`src/rtl/mips_cpu_pkg.sv`:
```
// Shared MIPS CPU constants: opcode/funct/REGIMM encodings, reset vector,
// compare-flag bit positions and the PC redirect target selector.
package mips_cpu_pkg;

  localparam logic [31:0] RESET_VECTOR = 32'hBFC0_0000;

  localparam logic [5:0] OP_SPECIAL = 6'b000000;
  localparam logic [5:0] OP_REGIMM  = 6'b000001;
  localparam logic [5:0] OP_J       = 6'b000010;
  localparam logic [5:0] OP_JAL     = 6'b000011;
  localparam logic [5:0] OP_BEQ     = 6'b000100;
  localparam logic [5:0] OP_BNE     = 6'b000101;
  localparam logic [5:0] OP_BLEZ    = 6'b000110;
  localparam logic [5:0] OP_BGTZ    = 6'b000111;

  localparam logic [5:0] FUNCT_JR   = 6'b001000;
  localparam logic [5:0] FUNCT_JALR = 6'b001001;

  localparam logic [4:0] RT_BLTZ    = 5'b00000;
  localparam logic [4:0] RT_BGEZ    = 5'b00001;
  localparam logic [4:0] RT_BLTZAL  = 5'b10000;
  localparam logic [4:0] RT_BGEZAL  = 5'b10001;

  // Bit positions inside the {rs==rt, rs>0, rs==0, rs<0} compare bus
  localparam int CMP_EQ  = 3;
  localparam int CMP_GTZ = 2;
  localparam int CMP_EQZ = 1;
  localparam int CMP_LTZ = 0;

  typedef enum logic [1:0] {
    TGT_BRANCH = 2'd0,
    TGT_JUMP   = 2'd1,
    TGT_REG    = 2'd2
  } tgt_sel_e;

endpackage

```
`src/rtl/mips_cpu_pc_branch_decode.sv`:
```
// Combinational jump/branch decode: decides whether the instruction at pc
// redirects control flow and which target source the redirect uses.
module mips_cpu_pc_branch_decode
  import mips_cpu_pkg::*;
(
  input  logic [5:0] i_opcode,
  input  logic [5:0] i_funct,
  input  logic [4:0] i_rt,
  input  logic [4:0] i_sa,
  input  logic [4:0] i_rd,
  input  logic [3:0] i_control,
  output logic       o_taken,
  output logic [1:0] o_sel
);

  logic w_jr_ok;
  logic w_jalr_ok;

  // Malformed register jumps fall through as ordinary sequential instructions
  assign w_jr_ok   = (i_funct == FUNCT_JR) && (i_rt == 5'd0) && (i_sa == 5'd0) && (i_rd == 5'd0);
  assign w_jalr_ok = (i_funct == FUNCT_JALR) && (i_rt == 5'd0) && (i_sa == 5'd0);

  always_comb begin
    o_taken = 1'b0;
    o_sel   = TGT_BRANCH;
    case (i_opcode)
      OP_J, OP_JAL: begin
        o_taken = 1'b1;
        o_sel   = TGT_JUMP;
      end
      OP_SPECIAL: begin
        o_sel   = TGT_REG;
        o_taken = w_jr_ok || w_jalr_ok;
      end
      OP_BEQ:  o_taken = i_control[CMP_EQ];
      OP_BNE:  o_taken = !i_control[CMP_EQ];
      OP_BLEZ: o_taken = i_control[CMP_EQZ] || i_control[CMP_LTZ];
      OP_BGTZ: o_taken = i_control[CMP_GTZ];
      OP_REGIMM: begin
        case (i_rt)
          RT_BLTZ, RT_BLTZAL: o_taken = i_control[CMP_LTZ];
          RT_BGEZ, RT_BGEZAL: o_taken = !i_control[CMP_LTZ];
          default:            o_taken = 1'b0;
        endcase
      end
      default: o_taken = 1'b0;
    endcase
  end

endmodule

```
`src/rtl/mips_cpu_pc_unit.sv`:
```
// MIPS program counter with one architectural delay slot: a taken jump or
// branch is latched as a pending redirect and applied one instruction later.
module mips_cpu_pc_unit #(
  parameter logic [31:0] RESET_VECTOR = mips_cpu_pkg::RESET_VECTOR
) (
  input  logic        i_clk,
  input  logic        i_rst_n,
  input  logic        i_waitrequest,
  input  logic [5:0]  i_opcode,
  input  logic [5:0]  i_funct,
  input  logic [4:0]  i_rt,
  input  logic [4:0]  i_sa,
  input  logic [4:0]  i_rd,
  input  logic [31:0] i_rs_data,
  input  logic [15:0] i_offset,
  input  logic [25:0] i_target,
  input  logic [3:0]  i_control,
  output logic [31:0] o_pc,
  output logic [31:0] o_regstore
);
  import mips_cpu_pkg::*;

  logic [31:0] r_pc;
  logic        r_pending;
  logic [31:0] r_pending_target;

  logic [31:0] w_pc_plus4;
  logic [31:0] w_branch_target;
  logic [31:0] w_jump_target;
  logic [31:0] w_redirect_target;
  logic        w_taken;
  logic [1:0]  w_sel;

  mips_cpu_pc_branch_decode u_decode (
    .i_opcode  (i_opcode),
    .i_funct   (i_funct),
    .i_rt      (i_rt),
    .i_sa      (i_sa),
    .i_rd      (i_rd),
    .i_control (i_control),
    .o_taken   (w_taken),
    .o_sel     (w_sel)
  );

  assign w_pc_plus4      = r_pc + 32'd4;
  assign w_branch_target = w_pc_plus4 + {{14{i_offset[15]}}, i_offset, 2'b00};
  assign w_jump_target   = {w_pc_plus4[31:28], i_target, 2'b00};

  always_comb begin
    w_redirect_target = w_branch_target;
    if (w_sel == TGT_JUMP) begin
      w_redirect_target = w_jump_target;
    end else if (w_sel == TGT_REG) begin
      w_redirect_target = i_rs_data;
    end
  end

  // A jump in a delay slot both consumes the older redirect and latches its own
  always_ff @(posedge i_clk or negedge i_rst_n) begin
    if (!i_rst_n) begin
      r_pc             <= RESET_VECTOR;
      r_pending        <= 1'b0;
      r_pending_target <= 32'd0;
    end else if (!i_waitrequest) begin
      r_pc      <= r_pending ? r_pending_target : w_pc_plus4;
      r_pending <= w_taken;
      if (w_taken) begin
        r_pending_target <= w_redirect_target;
      end
    end
  end

  assign o_pc       = r_pc;
  assign o_regstore = r_pc + 32'd8;

endmodule

```
`config.mk`:
```
export PLATFORM = sky130hd
export DESIGN_NAME = mips_cpu_pc_unit
export DESIGN_NICKNAME = d
export VERILOG_FILES = /design/src/rtl/mips_cpu_pkg.sv /design/src/rtl/mips_cpu_pc_branch_decode.sv /design/src/rtl/mips_cpu_pc_unit.sv
export SDC_FILE = /design/constraint.sdc
export NUM_CORES = 1
export LEC_CHECK = 0
export ABC_AREA = 1
export BUFFER_PORTS_ARGS = -buffer_cell sky130_fd_sc_hd__buf_2
export CORE_ASPECT_RATIO = 0.75
export CORE_MARGIN = 10
export CORE_UTILIZATION = 40
export DETAILED_ROUTE_END_ITERATION = 16
export PLACE_DENSITY = 0.73
export SKIP_LAST_GASP = 1
export SLEW_MARGIN = 5
export SYNTH_ARGS = -nofsm -noshare
export SYNTH_HDL_FRONTEND = slang
export SYNTH_SLANG_ARGS = --single-unit
```
`constraint.sdc`:
```
create_clock -name i_clk -period 4.99 [get_ports i_clk]
set_input_delay 0.998 -clock i_clk [delete_from_list [all_inputs] [get_ports i_clk]]
set_output_delay 0.998 -clock i_clk [all_outputs]
set_load 0.005 [all_outputs]
```
After elaboration in Yosys (flattened, before gate mapping) --
Index checks and enable logic that the tools add are counted.
Word-level totals: register bits 65, input port bits 108, output and inout bits 64, logic and storage cells 44
Operators by class: $add $sub $neg 3, equal/unequal tests 14, muxes and demuxes 6, bitwise gates (word level) 1, reduce and logical (&&, ||, !) cells 17
Operators by type and width (count):
- $mux 32 | 3
- $add 32x3->32 const B | 1
- $add 32x32->32 | 1
- $add 32x4->32 const B | 1
- $eq 6x3->1 const B | 4
- $logic_not 5->1 | 3
- $eq 6x2->1 const B | 2
- $eq 6x4->1 const B | 2
- $eq 5x5->1 const B | 2
- $pmux 1 s7 | 1
- $eq 6x1->1 const B | 1
- $logic_not 6->1 | 1
- $reduce_or 2->1 | 3
- $eq 5x1->1 const B | 1
- $logic_and 1x1->1 | 5
- $pmux 2 s2 | 1
- $eq 2x1->1 const B | 1
- $eq 2x2->1 const B | 1
- $logic_not 1->1 | 2
- $logic_or 1x1->1 | 2
- $pmux 1 s2 | 1
- $reduce_and 2->1 | 1
- $not 1->1 | 1

Longest topological paths before layout --
Gate-level depths: netlist (run 1).
depth after elaboration 7, gate-level depth with buffers 24, gate-level depth less buffers 24

By module --
Synthesis (run 1) repeated with hierarchy kept, for this count alone.
Unflattened totals: cell total of the unflattened synthesis 1083, area, all modules 6881.6 µm²
By module, submodules not included:
- mips_cpu_pc_unit | instances 1, cells each 1020, area an instance 6616.3 µm², sequential area each 1637.8 µm²
- mips_cpu_pc_branch_decode | instances 1, cells each 63, area an instance 265.3 µm², sequential area each 0.0 µm²

Least setup slack after synthesis (run 1) --
OpenSTA, ideal clock, no wires.
path type register to register, start point register r_pc[4] (netlist: o_pc[4]), end point register r_pending_target[29], setup time 0.077 ns, arrival 2.696 ns, data required time 4.913 ns, setup slack 2.216 ns, cell stages (with the launch flop) 20, buffers on the path 0, clock period less this slack 2.774 ns, cell sequence dfrtp_1 > ha_1 > nand3_1 > inv_1 > nand2_1 > nor2_1 > xor2_1 > o21ai_1 > inv_1 > ha_1 > nand2_1 > nor2_1 > inv_1 > o21ai_0 > a21oi_1 > nand2_1 > nand2_1 > nand3_1 > nand2_1 > a21oi_1
Between the ends: cells in the longest elaborated chain, start to end 4
RTL lines:
- start, declared | RTL line mips_cpu_pc_unit.sv:23 | logic [31:0] r_pc;
- start signal, assigned | RTL line mips_cpu_pc_unit.sv:65 | r_pc <= r_pending ? r_pending_target : w_pc_plus4;
- $add 32x3->32 (*) | RTL line mips_cpu_pc_unit.sv:45 | assign w_pc_plus4 = r_pc + 32'd4;
- $add 32x32->32 | RTL line mips_cpu_pc_unit.sv:46 | assign w_branch_target = w_pc_plus4 + {{14{i_offset[15]}}, i_offset, 2'b00};
- $mux 32 | RTL line mips_cpu_pc_unit.sv:53 | end else if (w_sel == TGT_REG) begin
- $mux 32 (*) | RTL line mips_cpu_pc_unit.sv:51 | if (w_sel == TGT_JUMP) begin
- end signal, assigned | RTL line mips_cpu_pc_unit.sv:68 | r_pending_target <= w_redirect_target;
- end, declared | RTL line mips_cpu_pc_unit.sv:25 | logic [31:0] r_pending_target;
Mark *: on every way between the ends. The rest lies on a longest branch, timed or not. A chain may end at the register's enable or synchronous reset.

Final worst setup path (run 1) --
Ends and elaborated chain as after synthesis.

==> results.cfg, run 1 <==
[yosys]
yosysMostFrequentCell = nand2_1
avgSynthCellArea_um2 = 6.26
synthTopCellsByCount = 283 x nand2_1, 172 x nor2_1, 139 x inv_1, 65 x nand3_1, 56 x dfrtp_1
synth-edff-count = 0
synth_cells = 1066
ys_types = 42
yosysWarnings = 0
async_flop_share_pct = 100
netlist_area_um2 = 6680
ys_seq_elements = 65
synth_top_cell_by_area = dfrtp_1
syn_nets = 1212
synth.area.top_cells = dfrtp_1 21%, nand2_1 16%, nor2_1 9.7%
yosysTopAreaCellShare_pct = 21.0
ys_dominant_reg_cell = dfrtp_1
synth-seq-area-share_pct = 24.5

[grt]
grt.total_usage_pct = 21.9
antenna_found_initial = 0
grt_max_degree = 41
grt_pass1_wl_um = 39500
grt.overflow.total = 0
grt_pass1_vias = 7217

[power]
p_leak_nw = 4.29
p_total_mw = 3.34
peakVddDrop_mv = 0.202
power.density_nw_per_um2 = 420

[place]
dpl.hpwl_um = 20700
io_buffers = 171
gp_congestion = 0.973
dpl_worst_slack_ps = 1400

[cts]
htree_levels = 3
holdBufCountCts = 0
clk_pin_slew_ps = 60
clk_latency_ps = 340
numCtsBuffers = 9
ctsResizeCount = 0
cts_setup_buffers = 0
cts_tree = yes
cts_num_sinks = 65
clock-root-buffer = clkbuf_16
cts.path.max_buffers = 2

[timing]
timing.final.ws_setup_ps = 1260
final-max-slew-violation-count = 0
clock-skew-final_ps = 5.69
fin_crit_ps = 3730
hold_slack_ps = 485
fin_crit_sh_pct = 74.8
max_clock_freq_ghz = 0.268
hold_viol = 0
setup_violations = 0
tns_ps = 0
rsz0062_at_grt = false
relSlewSlack_pct = 33.9
worst_pin_slew_ps = 991

[critical_path]
path_cells = ha_1 -> nand2_1 -> nor2_2 -> nand2_1 -> nor2_4 -> xnor2_1 -> inv_1 -> ha_1 -> nand2_1 -> inv_1 -> a21oi_1 -> o21ai_0 -> a21oi_1 -> nand2_1 -> nand2_1 -> nand3_1 -> nand2_1 -> a21oi_1
cp_common_cell = nand2_1
startpoint_type = register
cpPeakStageDelay_ps = 490
cp-end-kind = register
path_buf_inv = 2
slowest_stage = dfrtp_1
worstSetupPathType = reg2reg
cp.arrival_ps = 3950
critPathMaxFanout = 6
cp.required_ps = 5210
cp_top_family = simple AND/OR/NAND/NOR gates

[drt]
vias = 7508
via_per_inst = 5.24
first_pass_iters = 5
postRouteAntennaNets = 0
routed_wl_um = 25100
first_iter_violations = 895
drc_errors = 0
wl_per_cell_um = 17.5

[finish]
multi_input_area_um2 = 4330
seqCellArea_um2 = 1640
fillers = 1747
diodes = 0
area_growth_pct = 19.0
fin_nets = 1364
drive_above_1_share_pct = 19.4

[job]
max-cap-violations = 0

[die]
die_h_um = 132
die_area_um2 = 22300
start_util_pct = 41.2
coreArea_um2 = 16200
num_rows = 40
die-width_um = 169
pin_count = 172

[status]
status = finished, final reports clean

[worst_hold_path]
worstHoldPathType = reg2reg
## sequential cells by signal (all words and copies together) (netlist names)
register	flops
r_pending	1
r_pending_target	32
o_pc	32
## layout make-up
cell class | instances | share of cell area [%]
repair buffers | 178 | 11.4
clock inverters | 6 | 0.441
clock buffers | 10 | 2.88
inverters | 144 | 6.81
well taps | 210 | 3.31
multi-input cells | 820 | 54.5
flip-flops and latches | 65 | 20.6
## cell families after synthesis
group | share of synthesized area [%]
muxes | 0.337
adders and majority gates | 7.24
DFF | 24.5
AOI/OAI and AO/OA | 13.2
buffers and inverters | 10.6
and+or+nand+nor | 35.4
xor gates and xnor gates | 8.66
## worst reg2reg max path, cell delays in order, from the launching register on
cell and delay (ps):
dfrtp_1 490, ha_1 300, nand2_1 200, nor2_2 340
nand2_1 190, nor2_4 170, xnor2_1 180, inv_1 140
ha_1 370, nand2_1 120, inv_1 50, a21oi_1 210
o21ai_0 150, a21oi_1 320, nand2_1 90, nand2_1 70
nand3_1 60, nand2_1 110, a21oi_1 70
## path summary, 6_finish.rpt
| path | endpoint | start | slack, ps | cells after the start |
|---|---|---|---|---|
| max | r_pending_target[29]$_DFFE_PN0P_ | o_pc[4]$_DFFE_PN0N_ | 1260 | 18 |
| min | r_pending_target[1]$_DFFE_PN0P_ | r_pending_target[1]$_DFFE_PN0P_ | 480 | 2 |
| max reg2reg | r_pending_target[29]$_DFFE_PN0P_ | o_pc[4]$_DFFE_PN0N_ | 1260 | 18 |
| min reg2reg | r_pending_target[1]$_DFFE_PN0P_ | r_pending_target[1]$_DFFE_PN0P_ | 480 | 2 |
| max in group asynchronous | o_pc[24]$_DFFE_PN1N_ | i_rst_n | 3280 | 2 |
| min in group asynchronous | r_pending_target[3]$_DFFE_PN0P_ | i_rst_n | 750 | 1 |
## where the power goes
part	switching (mW)	internal (mW)	leakage [nW]
registers	0.197	0.728	0.787
logic	1.17	0.677	3.38
clock network	0.235	0.332	0.128
## placed cells by master, fill, tap and decap left out, types with 2 or more instances in the layout
cell,Yosys,final
inv_1,139,139
o21a_1,2,2
a21oi_1,54,54
nor3_2,2,2
ha_1,37,37
buf_4,5,7
nor2_1,172,171
nand2_2,6,6
nor2_2,9,10
dfstp_2,9,9
nand4_1,9,9
o21bai_1,5,5
nand2_1,283,283
dfrtp_1,56,56
clkinv_2,0,4
nor3_1,6,6
mux2_2,2,2
nor2_4,3,3
o21ai_0,49,49
o221ai_1,20,20
o21ai_1,3,3
o31ai_1,2,2
nand3_2,3,3
clkbuf_16,0,9
nand3_1,65,65
a31oi_1,3,3
clkinvlp_4,0,2
xnor2_1,15,15
buf_2,9,171
inv_2,4,4
xor2_1,51,51
o211ai_1,9,9
## per-layer routing
metal / GRT usage (%) / share of wire [%] / vias up
met1: 32.2 / 47 / 3431
met4: 5.26 / 1.7 / 0
met3: 5.54 / 11 / 33
li1: - / - / 3691
met2: 30.7 / 41 / 353
met5: 0 / 0 / -
## per-stage QoR
step           utilization, %  cell area (um2)  std cells
6_report                 49.0             7940       1433
5_1_grt                  49.0             7940       1433
4_1_cts                  49.0             7940       1433
3_5_place_dp             47.4             7680       1417
3_3_place_gp             47.4             7680       1417
2_1_floorplan               -             6680       1066
Power figures use the tool's default switching activity.
==> run 2, diff against run 1 <==
- PLACE_DENSITY: 0.73 -> 0.76
- clock period: 4.99 -> 3.1 ns (I/O delays scaled with it)
==> results.cfg, run 2 (synthesized netlist as in run 1, its figures left out) <==
[drt]
via_per_inst = 5.23
postRouteAntennaNets = 0
first_pass_iters = 5
first_iter_violations = 731
wl_met3_um = 2710
routed_wl_um = 26900
highest_layer = met4
vias = 8064
wl_per_cell_um = 17.5
wl_met2_um = 11600
drt-met1-wl_um = 12300
drc_errors = 0

[cts]
clock-root-buffer = clkbuf_16
cts.path.max_buffers = 2
clk_pin_slew_ps = 60
cts_num_sinks = 65
numCtsBuffers = 9
htree_levels = 3
holdBufCountCts = 0
clk_latency_ps = 340
cts_tree = yes

[critical_path]
worst-r2r-setup-slack_ps = 30
cpPeakStageDelay_ps = 440
slowest_stage = dfrtp_2
cp.arrival_ps = 3310
r2r-end = r_pending_target[23]$_DFFE_PN0P_
path_cells = ha_4 -> nand3_4 -> inv_4 -> nand2_4 -> nor2_4 -> buf_4 -> xor2_1 -> inv_1 -> ha_4 -> nand2_1 -> nor2_4 -> nand3_1 -> nand2_2 -> buf_4 -> nand3_1 -> nand3_1 -> nand3_1 -> nand2_1 -> a21oi_2
r2r-start = o_pc[3]$_DFFE_PN0N_
cp_common_cell = nand3_1
startpoint_type = register
r2r_cells = 19
cp.required_ps = 3330
critPathMaxFanout = 4
worstSetupPathType = reg2reg
cp-end-kind = register

[place]
dpl_worst_slack_ps = -88.7
gp_congestion = 0.977
io_buffers = 171
dp.cells = 1506
dpl.hpwl_um = 21300
placed_cell_area_um2 = 8360

[grt]
grt_pass1_wl_um = 40600
grt.total_usage_pct = 22.3
grt_max_degree = 40
antenna_found_initial = 1
grt_pass1_vias = 7477
grt.overflow.total = 0

[die]
die_h_um = 132
pin_count = 172
start_util_pct = 41.2
die_area_um2 = 22300
coreArea_um2 = 16200
die-width_um = 169
num_rows = 40

[finish]
mostFrequentLayoutCells = 266 x nand2_1, 171 x buf_2, 150 x nor2_1
final_area_um2 = 9410
drive_above_1_share_pct = 33.7
fin_nets = 1473
fillers = 1541
fin_cells = 1543
seqCellArea_um2 = 1650
multi_input_area_um2 = 4880
utilization_pct = 58.0
area_growth_pct = 41.0
mostFrequentLayoutCell = nand2_1

[power]
p_total_mw = 6.54
power.density_nw_per_um2 = 695
p_leak_nw = 4.94
peakVddDrop_mv = 0.284

[timing]
fin_crit_ps = 3070
rsz0062_at_grt = true
worst_pin_slew_ps = 808
relSlewSlack_pct = 46.1
hold_viol = 0
setup_violations = 0
clock-skew-final_ps = 15.1
fin_crit_sh_pct = 99.1
tns_ps = 0
hold_slack_ps = 353
max_clock_freq_ghz = 0.325
final-max-slew-violation-count = 0
timing.final.ws_setup_ps = 27.2

[worst_hold_path]
worstHoldPathType = in2async

[job]
max-cap-violations = 0

[status]
status = finished, final reports clean
==> run 2: changes by cell type in the layout (fill, tap and decap cells not counted), moves of 12 or more <==
cell and change:
a21oi_1 -19, a21oi_2 +19, buf_4 +107, ha_1 -13
ha_4 +12, nand2_1 -17, nand2_2 +13, nor2_1 -21
nor2_4 +12
==> run 2: cell type report <==
cell class	count	area share (%)
multi-input combinational	820	51.9
timing repair buffer	287	18.5
sequential	65	17.5
inverter	144	5.77
tap	210	2.79
clock buffer	10	2.54
clock inverter	6	0.944
antenna	1	0.0266
==> run 2: routing by layer <==
metal / track usage (%) / up-vias
met1: 32.3 / 3781
met4: 4.45 / 0
li1: - / 3909
met5: 0 / -
met3: 5.63 / 23
met2: 32.3 / 351
==> run 2: worst max-delay path: cells and delay by family (launching register included) <==
| family | cells | cell delay (ps) |
|---|---|---|
| simple gates | 11 | 1190 |
| compound gates | 1 | 50 |
| flops | 1 | 440 |
| fa+ha+maj | 2 | 500 |
| buf+inv | 4 | 560 |
| xor+xnor | 1 | 210 |
==> run 2: worst max-delay path by stage <==
stage	start	to	slack [ps]	depth (start not counted)
6_report	o_pc[3]$_DFFE_PN0N_	r_pending_target[23]$_DFFE_PN0P_	30	19
5_1_grt	o_pc[3]$_DFFE_PN0N_	r_pending_target[29]$_DFFE_PN0P_	-210	21
4_1_cts	o_pc[17]$_DFFE_PN0N_	r_pending_target[24]$_DFFE_PN0P_	-30	16
3_5_place_dp	o_pc[17]$_DFFE_PN0N_	r_pending_target[24]$_DFFE_PN0P_	-90	16
3_3_place_gp	o_pc[17]$_DFFE_PN0N_	r_pending_target[24]$_DFFE_PN0P_	-130	16
2_1_floorplan	o_pc[4]$_DFFE_PN0N_	r_pending_target[29]$_DFFE_PN0P_	330	19
==> run 2: report_power, final <==
| group | leakage [nW] | switching (mW) | internal [mW] | total, mW |
|---|---|---|---|---|
| registers | 0.773 | 0.284 | 1.18 | 1.47 |
| clock network | 0.155 | 0.407 | 0.727 | 1.13 |
| logic | 4.01 | 2.24 | 1.71 | 3.94 |
| total | 4.94 | 2.93 | 3.62 | 6.54 |
==> run 2: timing repair <==
item / in CTS / in global routing
resized for setup: 5 / 132
buffers inserted: 0 / 20
setup endpoints to repair: 8 / 24
hold endpoints to repair: 0 / 0
pin swaps: 0 / 39
==> run 3, diff against run 2 <==
- clock period: 3.1 -> 2.75 ns (I/O delays scaled with it)
==> results.cfg, run 3 (synthesized netlist as in run 1, its figures left out) <==
[status]
status = complete, but fails checks
failed_checks = setup timing

[cts]
cts_num_sinks = 65
clk_pin_slew_ps = 50
cts_tree = yes
numCtsBuffers = 9
holdBufCountCts = 0
cts.path.max_buffers = 2
htree_levels = 3
clock-root-buffer = clkbuf_16
clk_latency_ps = 340

[power]
p_total_mw = 8.65
peakVddDrop_mv = 0.376
p_leak_nw = 5.63
power.density_nw_per_um2 = 793

[finish]
mostFrequentLayoutCell = nand2_1
drive_above_1_share_pct = 46.1
area_growth_pct = 63.3
final_area_um2 = 10900
fin_nets = 1581
mostFrequentLayoutCells = 224 x nand2_1, 217 x buf_4, 171 x buf_2

[die]
num_rows = 40
pin_count = 172
start_util_pct = 41.2
die-width_um = 169
coreArea_um2 = 16200
die_area_um2 = 22300
die_h_um = 132

[timing]
worst_pin_slew_ps = 750
setup_violations = 28
fin_crit_sh_pct = 115
relSlewSlack_pct = 50.0
clock-skew-final_ps = 2.96
rsz0062_at_grt = true
fin_crit_ps = 3160
final-max-slew-violation-count = 0
max_clock_freq_ghz = 0.316
timing.final.ws_setup_ps = -412
hold_viol = 0

[critical_path]
worst-r2r-setup-slack_ps = -410
crit_start = o_pc[2]$_DFFE_PN0N_
cpPeakStageDelay_ps = 370
cp-end-kind = register
path_buf_inv = 4
slowest_stage = dfrtp_1
r2r-start = o_pc[2]$_DFFE_PN0N_
critPathMaxFanout = 4
worstSetupPathType = reg2reg
r2r_cells = 19
cp.required_ps = 3020
startpoint_type = register
cp_top_family = simple AND/OR/NAND/NOR gates
r2r-end = r_pending_target[26]$_DFFE_PN0P_
path_cells = ha_2 -> nand3_2 -> inv_2 -> nand2_4 -> nor2_4 -> nand4_1 -> nor3_2 -> xor2_2 -> inv_2 -> ha_4 -> buf_12 -> nand2_8 -> nor2_4 -> buf_4 -> a21oi_1 -> nand4_1 -> nand3_1 -> nand2_1 -> a21oi_1
cp.arrival_ps = 3430

[grt]
grt_max_degree = 38
grt.total_usage_pct = 24.2
grt_pass1_wl_um = 44100
grt_pass1_vias = 8363
antenna_found_initial = 3
grt.overflow.total = 0

[job]
max-cap-violations = 0

[place]
placed_cell_area_um2 = 8930
io_buffers = 171
dpl.hpwl_um = 21400
gp_congestion = 0.945

[drt]
drc_errors = 0
first_pass_iters = 5
first_iter_violations = 1078
vias = 9031
postRouteAntennaNets = 0
via_per_inst = 5.46
wl_per_cell_um = 19.0
routed_wl_um = 31400

[worst_hold_path]
worstHoldPathType = in2async
==> run 3: power breakdown <==
group | leakage, nW | internal, mW | switching [mW]
logic | 4.69 | 2.63 | 3.17
registers | 0.782 | 1.33 | 0.265
clock network | 0.157 | 0.844 | 0.413
total | 5.63 | 4.80 | 3.85
==> run 3: cell type report <==
| type | instances | area (um2) |
|---|---|---|
| Clock buffer | 14 | 264 |
| Multi-Input combinational cell | 820 | 5550 |
| Clock inverter | 2 | 60.1 |
| Sequential cell | 65 | 1640 |
| Tap cell | 210 | 263 |
| Antenna cell | 3 | 7.51 |
| Inverter | 144 | 541 |
| Fill cell | 1215 | 5310 |
| Timing Repair Buffer | 395 | 2570 |
==> run 3: metrics by stage <==
stage / setup slack [ps] / std cells / TNS (ps) / hold WS (ps) / utilization (%)
2_1_floorplan: -16.7 / 1066 / -16.7 / 254 / -
3_3_place_gp: -336 / 1582 / -3550 / 466 / 55.1
3_5_place_dp: -390 / 1582 / -4500 / 471 / 55.1
4_1_cts: -203 / 1619 / -1940 / 230 / 62.0
5_1_grt: -581 / 1652 / -9480 / 260 / 67.2
6_report: -412 / 1653 / -5030 / 229 / 67.2
==> run 3: worst max-delay path by stage <==
| stage | cells past startpoint | end |
|---|---|---|
| floorplan | 19 | r_pending_target[29]$_DFFE_PN0P_ |
| global placement | 21 | r_pending_target[29]$_DFFE_PN0P_ |
| detailed placement | 18 | r_pending_target[29]$_DFFE_PN0P_ |
| CTS | 21 | r_pending_target[29]$_DFFE_PN0P_ |
| global route | 19 | r_pending_target[26]$_DFFE_PN0P_ |
| finish | 19 | r_pending_target[26]$_DFFE_PN0P_ |
==> run 3: timing repair <==
action	4_1_cts	5_1_grt
endpoints found under the setup margin	26	32
gates resized for setup	146	147
buffers inserted	22	35
pin swaps	63	78
==> run 3: routing by layer <==
layer  wire length, um  GRT usage, %
met5                 0             0
met4              1250          7.94
met3              3430          5.48
met2             14100          36.7
met1             12600          32.9
